File: config.mk
export PLATFORM = sky130hd
export DESIGN_NAME = hc_sr04_core
export DESIGN_NICKNAME = d
export VERILOG_FILES = /design/src/rtl/hc_sr04_pkg.sv /design/src/rtl/hc_sr04_sync.sv /design/src/rtl/hc_sr04_core.sv
export SDC_FILE = /design/constraint.sdc
export NUM_CORES = 1
export LEC_CHECK = 0
export CAP_MARGIN = 25
export CORE_MARGIN = 3
export CORE_UTILIZATION = 55
export DETAILED_ROUTE_END_ITERATION = 8
export HOLD_SLACK_MARGIN = 0.03
export PLACE_DENSITY = 0.79
export REMOVE_ABC_BUFFERS = 1
export SYNTH_ARGS = -nofsm -noshare
export SYNTH_HDL_FRONTEND = slang
export SYNTH_SLANG_ARGS = --single-unit
File: constraint.sdc
create_clock -name clk -period 2.8 [get_ports clk]
set_input_delay 0.42 -clock clk [delete_from_list [all_inputs] [get_ports clk]]
set_output_delay 0.42 -clock clk [all_outputs]
set_load 0.05 [all_outputs]
File: src/rtl/hc_sr04_pkg.sv
// Shared types and constants for the HC-SR04 ultrasonic ranger core.
// Optional echo timeout is enabled with `define HC_SR04_TIMEOUT_EN.
`timescale 1ns/1ps
package hc_sr04_pkg;

   typedef enum logic [2:0] {
      ST_IDLE      = 3'd0,
      ST_TRIG      = 3'd1,
      ST_WAIT_ECHO = 3'd2,
      ST_MEASURE   = 3'd3,
      ST_DONE      = 3'd4
   } state_e;

   localparam logic [4:0] REG_DIST   = 5'd0;
   localparam logic [4:0] REG_STATUS = 5'd1;

   localparam int STAT_READY   = 0;
   localparam int STAT_BUSY    = 1;
   localparam int STAT_TIMEOUT = 2;

   localparam int unsigned DEF_TRIG_CYCLES    = 1000;
   localparam int unsigned DEF_TIMEOUT_CYCLES = 3_800_000;

   localparam logic [31:0] DIST_MAX = 32'hFFFF_FFFF;

   function automatic logic [31:0] sat_inc(input logic [31:0] v);
      return (v == DIST_MAX) ? v : v + 32'd1;
   endfunction

endpackage

File: src/rtl/hc_sr04_sync.sv
// Two-flop synchronizer bringing the asynchronous echo line into the clk domain.
`timescale 1ns/1ps
module hc_sr04_sync (
   input  logic clk,
   input  logic reset,
   input  logic i_async,
   output logic o_sync
);

   logic r_meta;
   logic r_sync;

   // NOTE: sequential state uses non-blocking assignments so both flops sample the pre-edge values.
   always_ff @(posedge clk) begin
      if (reset) begin
         r_meta <= 1'b0;
         r_sync <= 1'b0;
      end else begin
         r_meta <= i_async;
         r_sync <= r_meta;
      end
   end

   assign o_sync = r_sync;

endmodule

File: src/rtl/hc_sr04_core.sv
// HC-SR04 ranger: bus-started trigger pulse, echo width measurement, register readback.
// Define HC_SR04_TIMEOUT_EN to abort a measurement after TIMEOUT_CYCLES in WAIT_ECHO/MEASURE.
`timescale 1ns/1ps
module hc_sr04_core
   import hc_sr04_pkg::*;
#(
   parameter int unsigned TRIG_CYCLES    = DEF_TRIG_CYCLES,
   parameter int unsigned TIMEOUT_CYCLES = DEF_TIMEOUT_CYCLES
) (
   input  logic        clk,
   input  logic        reset,
   input  logic        cs,
   input  logic        read,
   input  logic        write,
   input  logic [4:0]  addr,
   input  logic [31:0] wr_data,
   output logic [31:0] rd_data,
   output logic        trigger,
   input  logic        echo
);

   state_e      r_state;
   logic [31:0] r_trig_cnt;
   logic [31:0] r_count;
   logic [31:0] r_dist;
   logic        r_trigger;
   logic        r_ready;
   logic        r_armed;

   logic        w_echo_s;
   logic        w_start;
   logic        w_busy;
   logic        w_to_hit;
   logic        w_timeout;
   logic        w_unused;

   hc_sr04_sync u_sync (
      .clk     (clk),
      .reset   (reset),
      .i_async (echo),
      .o_sync  (w_echo_s)
   );

   assign w_start = cs && write && (addr == REG_DIST) &&
                    ((r_state == ST_IDLE) || (r_state == ST_DONE));
   assign w_busy  = (r_state == ST_TRIG) || (r_state == ST_WAIT_ECHO) || (r_state == ST_MEASURE);

`ifdef HC_SR04_TIMEOUT_EN
   logic [31:0] r_to_cnt;
   logic        r_timeout;

   assign w_to_hit = ((r_state == ST_WAIT_ECHO) || (r_state == ST_MEASURE)) &&
                     (r_to_cnt == TIMEOUT_CYCLES - 1);

   always_ff @(posedge clk) begin
      if (reset) begin
         r_to_cnt  <= '0;
         r_timeout <= 1'b0;
      end else begin
         if ((r_state == ST_WAIT_ECHO) || (r_state == ST_MEASURE)) begin
            r_to_cnt <= r_to_cnt + 32'd1;
         end else begin
            r_to_cnt <= '0;
         end
         if (w_start) begin
            r_timeout <= 1'b0;
         end else if (w_to_hit) begin
            r_timeout <= 1'b1;
         end
      end
   end

   assign w_timeout = r_timeout;
   assign w_unused  = ^{read, wr_data};
`else
   assign w_to_hit  = 1'b0;
   assign w_timeout = 1'b0;
   assign w_unused  = ^{read, wr_data, TIMEOUT_CYCLES};
`endif

   always_ff @(posedge clk) begin
      if (reset) begin
         r_state    <= ST_IDLE;
         r_trig_cnt <= '0;
         r_count    <= '0;
         r_dist     <= '0;
         r_trigger  <= 1'b0;
         r_ready    <= 1'b0;
         r_armed    <= 1'b0;
      end else begin
         case (r_state)
            ST_IDLE, ST_DONE: begin
               if (w_start) begin
                  r_state    <= ST_TRIG;
                  r_trigger  <= 1'b1;
                  r_trig_cnt <= '0;
                  r_count    <= '0;
                  r_ready    <= 1'b0;
               end
            end
            ST_TRIG: begin
               if (r_trig_cnt == TRIG_CYCLES - 1) begin
                  r_state   <= ST_WAIT_ECHO;
                  r_trigger <= 1'b0;
                  r_armed   <= 1'b0;
               end else begin
                  r_trig_cnt <= r_trig_cnt + 32'd1;
               end
            end
            // An echo already high on entry must be seen low (armed) before it can start a measurement.
            ST_WAIT_ECHO: begin
               if (w_to_hit) begin
                  r_dist  <= DIST_MAX;
                  r_ready <= 1'b1;
                  r_state <= ST_DONE;
               end else if (!w_echo_s) begin
                  r_armed <= 1'b1;
               end else if (r_armed) begin
                  r_state <= ST_MEASURE;
                  r_count <= 32'd1;
               end
            end
            ST_MEASURE: begin
               if (!w_echo_s) begin
                  r_dist  <= r_count;
                  r_ready <= 1'b1;
                  r_state <= ST_DONE;
               end else if (w_to_hit) begin
                  r_dist  <= DIST_MAX;
                  r_ready <= 1'b1;
                  r_state <= ST_DONE;
               end else begin
                  r_count <= sat_inc(r_count);
               end
            end
            default: r_state <= ST_IDLE;
         endcase
      end
   end

   assign trigger = r_trigger;

   always_comb begin
      // NOTE: default assignment first so no path through this block infers a latch.
      rd_data = '0;
      case (addr)
         REG_DIST: rd_data = r_dist;
         REG_STATUS: begin
            rd_data[STAT_READY]   = r_ready;
            rd_data[STAT_BUSY]    = w_busy;
            rd_data[STAT_TIMEOUT] = w_timeout;
         end
         default: rd_data = '0;
      endcase
   end

endmodule

==> results of run 1 <==
## routing by layer
metal / vias to the layer above / global-route usage (%) / routed length (um)
met5: - / 0 / 0
met4: 0 / 10.5 / 310
met3: 31 / 2.94 / 973
met2: 260 / 45.0 / 7090
met1: 2564 / 31.4 / 5740
li1: 2580 / - / -
## metrics by stage
stage / std cells / setup WS (ns) / instance area, um2 / utilization [%]
after floorplan: 625 / -0.0213 / 5180 / -
after global placement: 822 / 0.105 / 6280 / 66.7
after detailed placement: 822 / 0.0624 / 6280 / 66.7
after CTS: 838 / 0.112 / 6470 / 68.7
after global routing: 838 / 0.112 / 6480 / 68.8
final: 838 / 0.226 / 6480 / 68.8
## flip-flops by register name, summed over array words and instances, names as in the netlist
| signal | count |
|---|---|
| r_count | 32 |
| r_dist | 32 |
| r_trig_cnt | 32 |
| r_state | 3 |
| r_armed | 1 |
| r_ready | 1 |
| trigger | 1 |
| u_sync.o_sync | 1 |
| u_sync.r_meta | 1 |
## worst max-delay path, stage by stage
cell             delay [ns]
clkdlybuf4s50_1        0.40
or4_4                  0.59
nor2_1                 0.15
buf_4                  0.23
and2_1                 0.21
buf_12                 0.15
## power by group
group	leakage [nW]	total [mW]	switching, mW	internal, mW
clock network	0.0963	0.912	0.533	0.379
logic	1.20	0.0651	0.0420	0.0231
registers	0.838	1.48	0.00145	1.48
## worst min-delay path by stage
stage	to	slack [ns]	depth (start not counted)
finish	u_sync.o_sync	0.45	1
global route	u_sync.o_sync	0.47	1
CTS	u_sync.o_sync	0.45	1
detailed placement	u_sync.o_sync	0.43	1
global placement	u_sync.o_sync	0.42	1
floorplan	u_sync.o_sync	0.41	1
## repair_timing
item,CTS,global route
setup endpoints to repair,0,4
resized for setup,0,2
hold buffers,0,0
## cell families after synthesis
logic type,after synthesis,synth area share [%]
adder cells (fa/ha/maj),2,0.462
buffers and inverters,67,5.22
XOR/XNOR,1,0.162
flip-flops,104,38.4
AND/OR/NAND/NOR,296,30.0
multiplexers,10,1.85
AO/OA/AOI/OAI,200,23.9
## final cells by class
class / instances / area (um2)
Sequential cell: 104 / 2080
Fill cell: 763 / 2940
Multi-Input combinational cell: 509 / 3070
Clock inverter: 5 / 38.8
Clock buffer: 11 / 151
Tap cell: 129 / 161
Inverter: 12 / 45.0
Timing Repair Buffer: 68 / 931
## cell usage after synthesis, drive strengths merged, types with 15 or more instances
cell type	count
clkbuf	39
a21oi	83
nand4	30
nand3	28
and4	15
dfxtp	104
a31oi	22
nor2	27
a311oi	17
and2	38
buf	16
nand2	96
o21ai	24
==> metrics.md, run 1 <==
| Metric | Value |
|---|---|
| Root Buffer | `clkbuf_8` |
| Max-cap violations | `0` |
| Final Wtd Congestion | `~1` |
| Largest net degree at the start of global routing | `53` |
| Worst Setup SP | `addr[1]` |
| Flop2flop setup slack | `0.37 ns` |
| Antenna Cells | `0` |
| Reg2reg path depth | `7` |
| Ys async rst share | `0%` |
| Clock sinks | `104` |
| Final Total Pwr | `2.46 mW` |
| RSZ-0062 raised after global routing | `false` |
| Routed Antenna Nets | `0` |
| Crit Reg-Reg Endpoint | `r_trig_cnt[21]` |
| Reg2Reg Launch Point | `r_trig_cnt[0]` |
| Fin crit period | `around 2.6 ns` |
| Seq/Total Area, Yosys | `38.4%` |
| Yosys reg bits | `104` |
| Post-CTS setup buffer count | `0` |
| Layout area overhead | `19.5%` |
| Largest area contributor in the netlist | `dfxtp_1` |
| Vias in the first global route | `a little over 5,000` |
| Area contributors post-synth | `dfxtp_1 38%, a21oi_1 7.7%, nand2_1 6.6%` |
| Net count, final | `749` |
| PD cells | `380 mW/mm2` |
| Hold Violations, Final | `0` |
| H-Tree Level Count | `3` |
| Antenna violations before repair | `0` |
| Max transition margin | `30.9%` |
| Buffers on Ports | `between 40 and 50` |
| First-pass GRT wire length | `23.9 mm` |
| Peak supply drop | `0.000294 V` |
| # rows | `35` |
| I/O Pins | `76` |
| Critical path class | `in2out` |
| Slew Limit Fails | `0` |
| Clk Latency, worst-skew pair | `approximately 0.37 ns` |
| Routed wire length | `14.1 mm` |
| Worst slew pin tran | `a little over 1 ns` |
| CTS tree | `yes` |
| Post-synthesis cell count | `680` |
| Worst-path maximum fanout | `22` |
| CTS clk-pin slew, worst paths | `0.09 ns` |
| Drt via density | `approximately 6.5` |
| Total CTS buffers | `9` |
| Post-DR wirelength/cell | `between 15 and 20 um` |
| Final setup viols | `0` |
| Worst Path Required | `approximately 2.4 ns` |
| DRC | `0` |
| Core area | `0.00942 mm2` |
| Cell area after synthesis | `0.00542 mm2` |
| Die Ht | `105 um` |
| CP Capture Type | `output pin` |
| Outcome | `completed` |
| Die ar. | `0.0111 mm2` |
| Crit path to | `rd_data[15]` |
| Main synth FF type | `dfxtp_1` |
| Die Wd | `105 um` |
| Pleak | `~2.1 nW` |
| Avg Synthesized Cell Area | `7.97 um2` |
| Most frequent cells in the layout | `104 x dfxtp_1, 96 x nand2_1, 83 x a21oi_1, 36 x and2_1, 32 x buf_12` |
| WHS | `0.449 ns` |
| TritonRoute pass-1 iters | `5` |
| FMAX | `388 MHz` |
| GRT overflow | `0` |
| YS warnings | `0` |
| Hold Crit Class | `reg2reg` |
| Post-synth EDFFs | `0` |
| Synth cell types | `66` |
| Vias post-DR | `approximately 5,400` |
| Final setup skew | `0.0109 ns` |
| Hold Startpoint | `u_sync.r_meta` |
| Top-area cell type share of the netlist area | `between 30% and 40%` |
| Startpoint Class | `input pin` |
| Initial drt markers | `between 400 and 500` |
| Commonest non-fill, non-tap cell in the layout | `dfxtp_1` |
| Final period utilization | `91.9%` |
| All-Layer GR Usage | `25.5%` |
| Detailed Place HPWL | `between 9 and 10 mm` |
| Setup TNS | `0 ns` |
| Share of layout cells above drive strength 1 | `13.4%` |
| Starting Density | `57.6%` |
| Critical Path AT | `around 2.2 ns` |
| Max Buffers Root-to-Sink | `2` |
Note: power is estimated with default switching activity, not from simulation.
==> run 2: changes to the inputs <==
CAP_MARGIN = 10   (was 25)
==> results of run 2 <==
No change in the layout: final DEF, timing and power equal those of run 1.
